$ cat config.mk
export PLATFORM = sky130hd
export DESIGN_NAME = rf_wb_arbiter
export DESIGN_NICKNAME = d
export VERILOG_FILES = /design/src/rtl/rf_wb_arbiter_pkg.sv /design/src/rtl/rf_wb_arbiter_lu_result_fifo.sv /design/src/rtl/rf_wb_arbiter.sv
export SDC_FILE = /design/constraint.sdc
export NUM_CORES = 1
export LEC_CHECK = 0
export ABC_AREA = 1
export BUFFER_PORTS_ARGS = -buffer_cell sky130_fd_sc_hd__buf_2
export CORE_MARGIN = 4
export CORE_UTILIZATION = 53
export DETAILED_ROUTE_END_ITERATION = 10
export GPL_TIMING_DRIVEN = 0
export HOLD_SLACK_MARGIN = 0.02
export MAX_ROUTING_LAYER = met4
export PLACE_DENSITY_LB_ADDON = 0.25
export SLEW_MARGIN = 20
export SYNTH_ARGS = -nofsm -noshare
export SYNTH_HDL_FRONTEND = slang
export SYNTH_SLANG_ARGS = --single-unit
$ cat constraint.sdc
create_clock -name clk -period 4.1 [get_ports clk]
set_clock_uncertainty 0.2 [all_clocks]
set_input_delay 0 -clock clk [delete_from_list [all_inputs] [get_ports clk]]
set_output_delay 0 -clock clk [all_outputs]
set_load 0.02 [all_outputs]
$ cat src/rtl/rf_wb_arbiter_pkg.sv
// rf_wb_arbiter_pkg
//   Shared definitions for the register-file writeback arbiter.
//   REG_ADDR_W / DATA_W / REG_COUNT size the architectural register file;
//   wr_req_t is the {addr, data} write record used by the arbiter and the
//   long-latency result FIFO.
package rf_wb_arbiter_pkg;

  localparam int REG_ADDR_W = 5;
  localparam int DATA_W     = 32;
  localparam int REG_COUNT  = 32;

  typedef struct packed {
    logic [REG_ADDR_W-1:0] addr;
    logic [DATA_W-1:0]     data;
  } wr_req_t;

  // Register 0 is hardwired; writes to it are dropped everywhere.
  function automatic logic is_live_addr(input logic [REG_ADDR_W-1:0] a);
    return a != '0;
  endfunction

endpackage

$ cat src/rtl/rf_wb_arbiter_lu_result_fifo.sv
// lu_result_fifo
//   Synchronous FIFO buffering long-latency unit results until the
//   register-file write port is free.
// Ports:
//   clk, rst         clock, synchronous active-high reset (empties FIFO)
//   i_push, i_data   write one entry (ignored when full)
//   i_pop            drop the head entry (ignored when empty)
//   o_head           current head entry (valid when !o_empty)
//   o_full, o_empty  occupancy flags
module lu_result_fifo
  import rf_wb_arbiter_pkg::*;
#(
  parameter int DEPTH = 2  // power of two, >= 2
) (
  input  logic    clk,
  input  logic    rst,
  input  logic    i_push,
  input  wr_req_t i_data,
  input  logic    i_pop,
  output wr_req_t o_head,
  output logic    o_full,
  output logic    o_empty
);

  localparam int PTR_W = $clog2(DEPTH);
  localparam logic [PTR_W:0] FULL_CNT = (PTR_W+1)'(DEPTH);

  wr_req_t          r_mem [DEPTH];
  logic [PTR_W-1:0] r_wptr;
  logic [PTR_W-1:0] r_rptr;
  logic [PTR_W:0]   r_count;

  logic w_push;
  logic w_pop;

  assign o_full  = (r_count == FULL_CNT);
  assign o_empty = (r_count == '0);
  assign w_push  = i_push && !o_full;
  assign w_pop   = i_pop && !o_empty;
  assign o_head  = r_mem[r_rptr];

  // Storage needs no reset: entries are only observed through the count.
  always_ff @(posedge clk) begin
    if (w_push) r_mem[r_wptr] <= i_data;
  end

  // DEPTH is a power of two, so pointer overflow is the modulo wrap.
  always_ff @(posedge clk) begin
    if (rst) begin
      r_wptr  <= '0;
      r_rptr  <= '0;
      r_count <= '0;
    end else begin
      if (w_push) r_wptr <= r_wptr + 1'b1;
      if (w_pop)  r_rptr <= r_rptr + 1'b1;
      case ({w_push, w_pop})
        2'b10:   r_count <= r_count + 1'b1;
        2'b01:   r_count <= r_count - 1'b1;
        default: r_count <= r_count;
      endcase
    end
  end

endmodule

$ cat src/rtl/rf_wb_arbiter.sv
// rf_wb_arbiter
//   Arbitrates the single register-file write port between the in-order
//   pipeline writeback (never back-pressured, highest priority) and results
//   of the long-latency unit, which are buffered in lu_result_fifo.
//   Keeps a per-register busy scoreboard for outstanding long-latency ops and
//   raises a decode stall on hazards or when buffered results starve.
// Ports:
//   clk, rst                      clock, synchronous active-high reset
//   wb_valid/wb_addr/wb_data      pipeline writeback request
//   lu_valid/lu_ready/lu_addr/lu_data  long-latency result handshake
//   issue_valid/issue_addr        long-latency op dispatched (marks busy)
//   chk_addr1/chk_addr2/chk_dst   decode operands checked against busy
//   stall                         decode stall (combinational)
//   rf_w_en/rf_waddr/rf_wdata     registered register-file write port
module rf_wb_arbiter
  import rf_wb_arbiter_pkg::*;
#(
  parameter int FIFO_DEPTH   = 2,
  parameter int STARVE_LIMIT = 4
) (
  input  logic                  clk,
  input  logic                  rst,
  input  logic                  wb_valid,
  input  logic [REG_ADDR_W-1:0] wb_addr,
  input  logic [DATA_W-1:0]     wb_data,
  input  logic                  lu_valid,
  output logic                  lu_ready,
  input  logic [REG_ADDR_W-1:0] lu_addr,
  input  logic [DATA_W-1:0]     lu_data,
  input  logic                  issue_valid,
  input  logic [REG_ADDR_W-1:0] issue_addr,
  input  logic [REG_ADDR_W-1:0] chk_addr1,
  input  logic [REG_ADDR_W-1:0] chk_addr2,
  input  logic [REG_ADDR_W-1:0] chk_dst,
  output logic                  stall,
  output logic                  rf_w_en,
  output logic [REG_ADDR_W-1:0] rf_waddr,
  output logic [DATA_W-1:0]     rf_wdata
);

  localparam int SC_W = $clog2(STARVE_LIMIT + 1);
  localparam logic [SC_W-1:0] STARVE_MAX = SC_W'(STARVE_LIMIT);

  // ---------------------------------------------------------------------
  // Result buffer
  // ---------------------------------------------------------------------
  wr_req_t w_head;
  logic    w_fifo_full;
  logic    w_fifo_empty;
  logic    w_lu_push;
  logic    w_pop;
  logic    w_wb_sel;

  // lu_ready depends only on fullness, so a full FIFO that is being popped
  // this cycle still refuses the incoming result.
  assign lu_ready  = !w_fifo_full;
  // Address-0 results complete the handshake but are dropped.
  assign w_lu_push = lu_valid && lu_ready && is_live_addr(lu_addr);

  lu_result_fifo #(
    .DEPTH (FIFO_DEPTH)
  ) u_fifo (
    .clk     (clk),
    .rst     (rst),
    .i_push  (w_lu_push),
    .i_data  ('{addr: lu_addr, data: lu_data}),
    .i_pop   (w_pop),
    .o_head  (w_head),
    .o_full  (w_fifo_full),
    .o_empty (w_fifo_empty)
  );

  // ---------------------------------------------------------------------
  // Arbitration: pipeline writeback first, then FIFO head, else idle
  // ---------------------------------------------------------------------
  wr_req_t w_sel;
  logic    w_sel_vld;

  assign w_wb_sel  = wb_valid && is_live_addr(wb_addr);
  assign w_pop     = !w_wb_sel && !w_fifo_empty;
  assign w_sel_vld = w_wb_sel || w_pop;

  always_comb begin
    w_sel = w_head;
    if (w_wb_sel) w_sel = '{addr: wb_addr, data: wb_data};
  end

  // ---------------------------------------------------------------------
  // Registered write port; address/data hold on idle cycles
  // ---------------------------------------------------------------------
  logic                  r_rf_w_en;
  logic [REG_ADDR_W-1:0] r_rf_waddr;
  logic [DATA_W-1:0]     r_rf_wdata;

  always_ff @(posedge clk) begin
    if (rst) begin
      r_rf_w_en  <= 1'b0;
      r_rf_waddr <= '0;
      r_rf_wdata <= '0;
    end else begin
      r_rf_w_en <= w_sel_vld;
      if (w_sel_vld) begin
        r_rf_waddr <= w_sel.addr;
        r_rf_wdata <= w_sel.data;
      end
    end
  end

  assign rf_w_en  = r_rf_w_en;
  assign rf_waddr = r_rf_waddr;
  assign rf_wdata = r_rf_wdata;

  // ---------------------------------------------------------------------
  // Busy scoreboard
  // ---------------------------------------------------------------------
  // A register goes non-busy on the same edge its result is captured into
  // the write register, so a dependent op can leave decode the cycle the
  // write is presented to the register file.
  logic [REG_COUNT-1:0] r_busy;

  always_ff @(posedge clk) begin
    if (rst) begin
      r_busy <= '0;
    end else begin
      if (w_pop)
        r_busy[w_head.addr] <= 1'b0;
      if (issue_valid && is_live_addr(issue_addr))
        r_busy[issue_addr] <= 1'b1;
    end
  end

  // ---------------------------------------------------------------------
  // Starvation: buffered results losing to writeback too long
  // ---------------------------------------------------------------------
  logic [SC_W-1:0] r_starve_cnt;
  logic            w_starve;

  always_ff @(posedge clk) begin
    if (rst || w_pop || w_fifo_empty)
      r_starve_cnt <= '0;
    else if (r_starve_cnt != STARVE_MAX)
      r_starve_cnt <= r_starve_cnt + 1'b1;
  end

  assign w_starve = (r_starve_cnt == STARVE_MAX);

  // Stalling decode stops new writebacks, letting the FIFO drain.
  logic w_hazard;

  assign w_hazard = (is_live_addr(chk_addr1) && r_busy[chk_addr1]) ||
                    (is_live_addr(chk_addr2) && r_busy[chk_addr2]) ||
                    (is_live_addr(chk_dst)   && r_busy[chk_dst]);
  assign stall    = w_hazard || w_starve;

endmodule

Yosys cells after proc, flatten, opt, wreduce, memory -nomap -nowiden
Memory sizes are Yosys's and may differ from the RTL's. A register that Yosys moved wholly into a read port is not among the register bits.
Index checks and enable logic that the tools add are counted.
W data, S select, Z words.
{"block": "word_totals", "reg_bits": 77, "ramBits": 74, "input_bits": 99, "out_inout_bits": 40, "elab_cells": 77, "memories": 1}
{"block": "op_classes", "addsub": 5, "order_cmp": 7, "n_eq_ne": 5, "mux": 19, "bitwise": 3, "reduce_logical": 29}
{"name": "u_fifo.r_mem", "depth": 2, "word_bits": 37, "read_ports": 1, "rd_clocked_by_memory_dff": 1, "write_ports": 1, "line_no": "rf_wb_arbiter_lu_result_fifo.sv:28", "rtl": "wr_req_t r_mem [DEPTH];"}
{"cell": "$mux W32", "count": 3}
{"cell": "$mux W37", "count": 1}
{"cell": "$and A32 B32 Y32", "count": 1}
{"cell": "$not A32 Y32", "count": 1}
{"cell": "$or A32 B32 Y32", "count": 1}
{"cell": "$lt A5 B6 Y1 const B", "count": 5}
{"cell": "$reduce_bool A5 Y1", "count": 6}
{"cell": "$bmux W1 S5", "count": 3}
{"cell": "$logic_and A1 B1 Y1", "count": 12}
{"cell": "$demux W1 S5", "count": 2}
{"cell": "$ge A5 B1 Y1 const B", "count": 2}
{"cell": "$mux W1", "count": 9}
{"cell": "$logic_or A1 B1 Y1", "count": 6}
{"cell": "$eq A2 B2 Y1 const B", "count": 2}
{"cell": "$pmux W2 S2", "count": 1}
{"cell": "$add A3 B1 Y3 const B", "count": 1}
{"cell": "$eq A3 B3 Y1 const B", "count": 1}
{"cell": "$logic_not A1 Y1", "count": 3}
{"cell": "$ne A3 B3 Y1 const B", "count": 1}
{"cell": "$add A1 B1 Y1 const B", "count": 2}
{"cell": "$add A2 B1 Y2 const B", "count": 1}
{"cell": "$eq A2 B1 Y1 const B", "count": 1}
{"cell": "$logic_not A2 Y1", "count": 1}
{"cell": "$reduce_bool A2 Y1", "count": 1}
{"cell": "$sub A2 B1 Y2 const B", "count": 1}

Depth between registers and ports, before layout
{"block": "logic_depth", "ltp_word": 10, "mapped_depth": 14}

Hierarchy
Synthesis repeated with hierarchy kept, for this count alone.
{"block": "hier_totals", "hier_cells": 883, "area_unflattened_um2": 7542.2}
{"module": "rf_wb_arbiter", "n_inst": 1, "cells_each": 728, "area_per_inst_um2": 4474.3}
{"module": "lu_result_fifo", "n_inst": 1, "cells_each": 155, "area_per_inst_um2": 3067.9}

Least setup slack after synthesis
No wires, ideal clock.
{"block": "synth_path", "path_kind": "flip-flop to flip-flop", "startpoint": "register u_fifo.r_count[0]", "endpoint": "memory u_fifo.r_mem[1][0] in the netlist's numbering, enable pin", "arrival_time_ps": 2344, "t_required_ps": 3467, "path_slack_ps": 1123, "stages_incl_launch_ff": 5, "path_buffers": 0, "period_less_slack_ps": 2977, "cell_sequence": "dfxtp_1 inv_1 a21boi_0 nand2_1 nor2_1"}
{"block": "synth_between", "elab_chain_cells": 7}
{"element": "start: declaration", "line_no": "rf_wb_arbiter_lu_result_fifo.sv:31", "rtl": "logic [PTR_W:0] r_count;"}
{"element": "start signal: assignment", "line_no": "rf_wb_arbiter_lu_result_fifo.sv:57", "rtl": "2'b10: r_count <= r_count + 1'b1;"}
{"element": "start signal: assignment", "line_no": "rf_wb_arbiter_lu_result_fifo.sv:58", "rtl": "2'b01: r_count <= r_count - 1'b1;"}
{"element": "start signal: assignment", "line_no": "rf_wb_arbiter_lu_result_fifo.sv:59", "rtl": "default: r_count <= r_count;"}
{"element": "$eq A2 B2 Y1 *", "line_no": "rf_wb_arbiter_lu_result_fifo.sv:36", "rtl": "assign o_full = (r_count == FULL_CNT);"}
{"element": "$logic_not A1 Y1 *", "line_no": "rf_wb_arbiter_lu_result_fifo.sv:38, rf_wb_arbiter.sv:56"}
{"element": "$logic_and A1 B1 Y1 (2 in series)", "line_no": "rf_wb_arbiter.sv:58", "rtl": "assign w_lu_push = lu_valid && lu_ready && is_live_addr(lu_addr);"}
{"element": "$logic_and A1 B1 Y1 *", "line_no": "rf_wb_arbiter_lu_result_fifo.sv:38", "rtl": "assign w_push = i_push && !o_full;"}
{"element": "$mux W1 *", "line_no": "rf_wb_arbiter_lu_result_fifo.sv:44", "rtl": "if (w_push) r_mem[r_wptr] <= i_data;"}
{"element": "$mux W1 (implied by the code) *", "line_no": "rf_wb_arbiter_lu_result_fifo.sv:44"}
{"element": "end: declaration", "line_no": "rf_wb_arbiter_lu_result_fifo.sv:28"}
Mark *: on every way between the ends. The rest lies on a longest branch, timed or not.

Worst setup path in the final report
{"block": "layout_path", "startpoint": "register u_fifo.r_count[0]", "endpoint": "register r_rf_waddr[0], in the netlist rf_waddr[0]"}
{"block": "layout_between", "elab_chain_cells": 4}
{"element": "$logic_not A2 Y1", "line_no": "rf_wb_arbiter_lu_result_fifo.sv:37", "rtl": "assign o_empty = (r_count == '0);"}
{"element": "$logic_not A1 Y1", "line_no": "rf_wb_arbiter.sv:80", "rtl": "assign w_pop = !w_wb_sel && !w_fifo_empty;"}
{"element": "$logic_and A1 B1 Y1", "line_no": "rf_wb_arbiter.sv:80"}
{"element": "$logic_or A1 B1 Y1", "line_no": "rf_wb_arbiter.sv:81", "rtl": "assign w_sel_vld = w_wb_sel || w_pop;"}
{"element": "end signal: assignment", "line_no": "rf_wb_arbiter.sv:103", "rtl": "r_rf_waddr <= w_sel.addr;"}
{"element": "end: declaration", "line_no": "rf_wb_arbiter.sv:92", "rtl": "logic [REG_ADDR_W-1:0] r_rf_waddr;"}
No other way between the ends.
A chain may end at the register's enable or synchronous reset.

==> qor.log <==
INFO  yosys          dominantRegCellSynth=sky130_fd_sc_hd__dfxtp_1
INFO  min_path       hold_path_class=in2reg
INFO  clock_tree     cts_tree=built
INFO  grt            via_count_of_the_first_global_routing_pass=7234
INFO  cells_and_area drive_gt1_share=19.58%
INFO  grt            global_route.overflow_total=0
INFO  power          p_per_area=476.7mW/mm2
INFO  sta            finalHoldViolCount=0
INFO  routing        drt_iter0_drc=780
INFO  place          hpwl=14270um
INFO  routing        detail_route.drc_violations=0
INFO  floorplan      design.portCount=139
INFO  clock_tree     cts_max_level=4
INFO  clock_tree     clk-insertion-delay-late=0.42ns
INFO  routing        routed_via_density=5.476
INFO  cells_and_area layout.area.seq=0.003784mm2
INFO  run_status     outcome=complete, no violations
INFO  worst_setup_path path_max_fanout=10
INFO  worst_setup_path critical-path-max-stage-delay=0.59ns
INFO  yosys          cell_area_after_technology_mapping=0.007202mm2
INFO  place          port_buffers=133
INFO  routing        detail_route.wirelength=22680um
INFO  yosys          ys_types=37
INFO  power          power.share.switching=31.03%
INFO  power          finalPower=4.640mW
INFO  cells_and_area final.fill_count=913
INFO  sta            timing.final.setup_violations=0
INFO  place          numPlacedInstances=1190
INFO  worst_setup_path critPathSlowestCell=sky130_fd_sc_hd__dlygate4sd3_1
INFO  grt            antenna_found_initial=0
INFO  sta            finalCritPeriodShare=62.54%
INFO  clock_tree     number_of_sinks_handled_by_clock_tree_synthesis=152
INFO  sta            drv_slew=0
INFO  sta            max_slew.worst_pin.slew=0.8145ns
INFO  worst_setup_path path_delay_family=buffers and inverters
INFO  floorplan      start_util=54.17%
INFO  grt            grt_start_max_net_pins=25
INFO  place          gp_routability_congestion=0.9084
INFO  grt            grt_util_all_layers=29.86%
INFO  floorplan      core_area=0.01330mm2
INFO  yosys          syn_area_per_cell=8.193um2
INFO  floorplan      fp.dieW=124.6um
INFO  yosys          ys_warn_count=0
INFO  yosys          ys_async_sr_fraction=0%
INFO  cells_and_area n_antenna_cell=0
INFO  clock_tree     cts_buffers=17
INFO  cells_and_area areaGrowthSynthToFinish=35.16%
INFO  worst_setup_path ordered_list_of_cells_on_the_worst_path=nor2_1, inv_1, nand2_2, inv_4, buf_6, nand2_1, nand3_1, nand2_1, dlygate4sd3_1, inv_1
INFO  worst_setup_path crit_required=4.21ns
INFO  floorplan      dieHeight=124.6um
INFO  power          comb_power_share=24.9%
INFO  floorplan      placement_rows=42
INFO  power          power.share.clock=35.2%
INFO  routing        routed-via-count=7228
INFO  yosys          synth-seq-area-share=52.54%
INFO  routing        detailedRoute.firstPassIterationCount=5
INFO  worst_setup_path timing.setup.critical_path_class=reg2reg
INFO  worst_setup_path worst_path_arrival=2.68ns
INFO  run            max_cap_violation_count=0
INFO  yosys          postSynthNetCount=981
INFO  worst_setup_path path_buf_inv=5
INFO  worst_setup_path type_of_element_capturing_the_critical_path=flip-flop
INFO  clock_tree     ctsRootBufferMaster=sky130_fd_sc_hd__clkbuf_16
INFO  power          internal_power=3.201mW
INFO  yosys          postSynthRegisterBits=152
INFO  power          p_leak=4.171nW
INFO  grt            grt_pass1_wl=36130um
INFO  worst_setup_path timing.critical_path.from_type=flip-flop
INFO  place          cell_area_after_placement=0.008143mm2
INFO  cells_and_area stdcell_area=0.009734mm2
INFO  power          power.sequential.fraction=39.8%
INFO  cells_and_area finish.cell_count_without_fillers=1320
INFO  yosys          number_of_flops_mapped_to_enable_cells_by_yosys=74
INFO  sta            timing.max_slew.rel_slack=45.50%
INFO  cells_and_area multi_input_combinational_cell_area=0.002898mm2
INFO  sta            final.setup.tns=0ns
INFO  routing        drtAntennaViolNets=0
INFO  clock_tree     clk_pin_slew=0.06ns
INFO  cells_and_area num-nets-final=1233
INFO  yosys          syn_inst=879
INFO  clock_tree     cts-root-to-sink-buffers=2
INFO  routing        drt-wirelength-per-cell=17.18um
INFO  floorplan      floorplan.die_area=0.01552mm2
INFO  sta            fmaxAchievable=0.3900GHz
INFO  sta            finalWorstPathRequiredPeriod=2.564ns
INFO  power          net-switching-power=1.440mW
INFO  power          ir_worst_vdd=0.0003862V
INFO  sta            rsz0062_at_grt=no
registers in the layout, indices dropped and copies added (netlist names), named ones only:
signal          cells
u_fifo.r_count      2
r_busy             32
u_fifo.r_wptr       1
r_starve_cnt        3
rf_wdata           32
u_fifo.r_mem       74
rf_w_en             1
u_fifo.r_rptr       1
rf_waddr            5
stage by stage:
step / worst slack (ns) / util (%) / hold slack [ns]
floorplan: 1.123 / - / -0.1011
CTS: 1.696 / 73.22 / 0.03268
global route: 1.463 / 73.22 / 0.1139
finish: 1.536 / 73.22 / 0.06084
global placement: 0.1528 / 60.83 / -0.01261
detailed placement: 1.773 / 61.25 / -0.008958
tightest hold or removal path, delay by kind of cell:
kind                   cells  cell delay (ns)
AOI/OAI and AO/OA          2             0.10
buffers and inverters      2             0.29
and+or+nand+nor            3             0.24
cell usage in the layout, fill, tap and decap left out, types with 4 or more instances in the layout:
cell type / count
sky130_fd_sc_hd__a21oi_1: 57
sky130_fd_sc_hd__a31oi_1: 17
sky130_fd_sc_hd__buf_2: 150
sky130_fd_sc_hd__buf_4: 4
sky130_fd_sc_hd__buf_6: 8
sky130_fd_sc_hd__bufinv_16: 4
sky130_fd_sc_hd__clkbuf_1: 11
sky130_fd_sc_hd__clkbuf_16: 17
sky130_fd_sc_hd__clkinv_1: 4
sky130_fd_sc_hd__clkinvlp_4: 4
sky130_fd_sc_hd__dfxtp_1: 78
sky130_fd_sc_hd__dlygate4sd3_1: 98
sky130_fd_sc_hd__edfxtp_1: 74
sky130_fd_sc_hd__inv_1: 70
sky130_fd_sc_hd__mux2i_1: 14
sky130_fd_sc_hd__nand2_1: 288
sky130_fd_sc_hd__nand3_1: 103
sky130_fd_sc_hd__nor2_1: 44
sky130_fd_sc_hd__nor3_1: 6
sky130_fd_sc_hd__o211ai_1: 23
sky130_fd_sc_hd__o21ai_0: 19
sky130_fd_sc_hd__or2_2: 14
cell usage after synthesis (4+ instances only):
master / instances / area share (%)
sky130_fd_sc_hd__buf_2: 17 / 1.2
sky130_fd_sc_hd__nor3_1: 6 / 0.42
sky130_fd_sc_hd__clkbuf_1: 9 / 0.47
sky130_fd_sc_hd__buf_6: 8 / 1.3
sky130_fd_sc_hd__nand3_1: 103 / 7.2
sky130_fd_sc_hd__buf_4: 4 / 0.42
sky130_fd_sc_hd__edfxtp_1: 74 / 31
sky130_fd_sc_hd__dfxtp_1: 78 / 22
sky130_fd_sc_hd__nand2_1: 288 / 15
sky130_fd_sc_hd__a31oi_1: 17 / 1.5
sky130_fd_sc_hd__inv_1: 70 / 3.6
sky130_fd_sc_hd__nor2_1: 46 / 2.4
sky130_fd_sc_hd__a21oi_1: 57 / 4.0
sky130_fd_sc_hd__o21ai_0: 19 / 1.3
sky130_fd_sc_hd__or2_2: 14 / 1.2
sky130_fd_sc_hd__mux2i_1: 14 / 1.9
sky130_fd_sc_hd__o211ai_1: 23 / 2.4
layer usage:
layer,part of all wire [%],vias up,track usage [%]
li1,-,3425,-
met5,0,-,-
met2,48,389,47.71
met4,4.1,0,13.86
met1,40,3325,36.34
met3,8.1,89,6.432
path summary, 6_finish.rpt:
kind	from	end	slack, ns	depth (start not counted)
setup / recovery	u_fifo.r_count[0]$_SDFFE_PP0P_	rf_waddr[0]$_SDFFE_PP0P_	1.54	10
hold / removal	wb_valid	rf_wdata[19]$_SDFFE_PP0P_	0.06	7
setup reg to reg	u_fifo.r_count[0]$_SDFFE_PP0P_	rf_waddr[0]$_SDFFE_PP0P_	1.54	10
hold reg to reg	r_busy[9]$_SDFF_PP0_	r_busy[9]$_SDFF_PP0_	0.26	2
kinds of logic (layout without fill, tap and decap cells):
family | Yosys count | count (layout) | synth area share, %
buffers and inverters | 116 | 381 | 7.436
flip-flops | 152 | 152 | 52.54
XOR/XNOR | 2 | 2 | 0.2433
AO/OA/AOI/OAI | 123 | 123 | 9.920
AND/OR/NAND/NOR | 469 | 469 | 27.40
multiplexers | 14 | 14 | 1.946
adder cells (fa/ha/maj) | 3 | 3 | 0.5213
power by group through the flow:
stage / Combinational [mW] / Sequential [mW] / Clock [mW]
after CTS: 1.12 / 1.84 / 1.63
after global placement: 0.987 / 1.87 / 0
after global routing: 1.25 / 1.86 / 1.71
after floorplan: 0.608 / 1.93 / 0
final: 1.16 / 1.85 / 1.64
after detailed placement: 1.03 / 1.87 / 0
timing repair:
action	in CTS	in global routing
gates resized for setup	0	0
endpoints found under the setup margin	0	0
setup buffers	0	0
endpoints found under the hold margin	147	0
hold buffers	98	0
final cells by class:
| cell class | instances | area share [%] |
|---|---|---|
| buffer | 39 | 2.506 |
| clock buffer | 19 | 4.447 |
| clock inverter | 13 | 1.825 |
| inverter | 77 | 2.995 |
| multi-input combinational | 611 | 29.77 |
| sequential | 152 | 38.87 |
| tap | 176 | 2.262 |
| timing repair buffer | 233 | 17.33 |
Note: power is estimated with default switching activity, not from simulation.
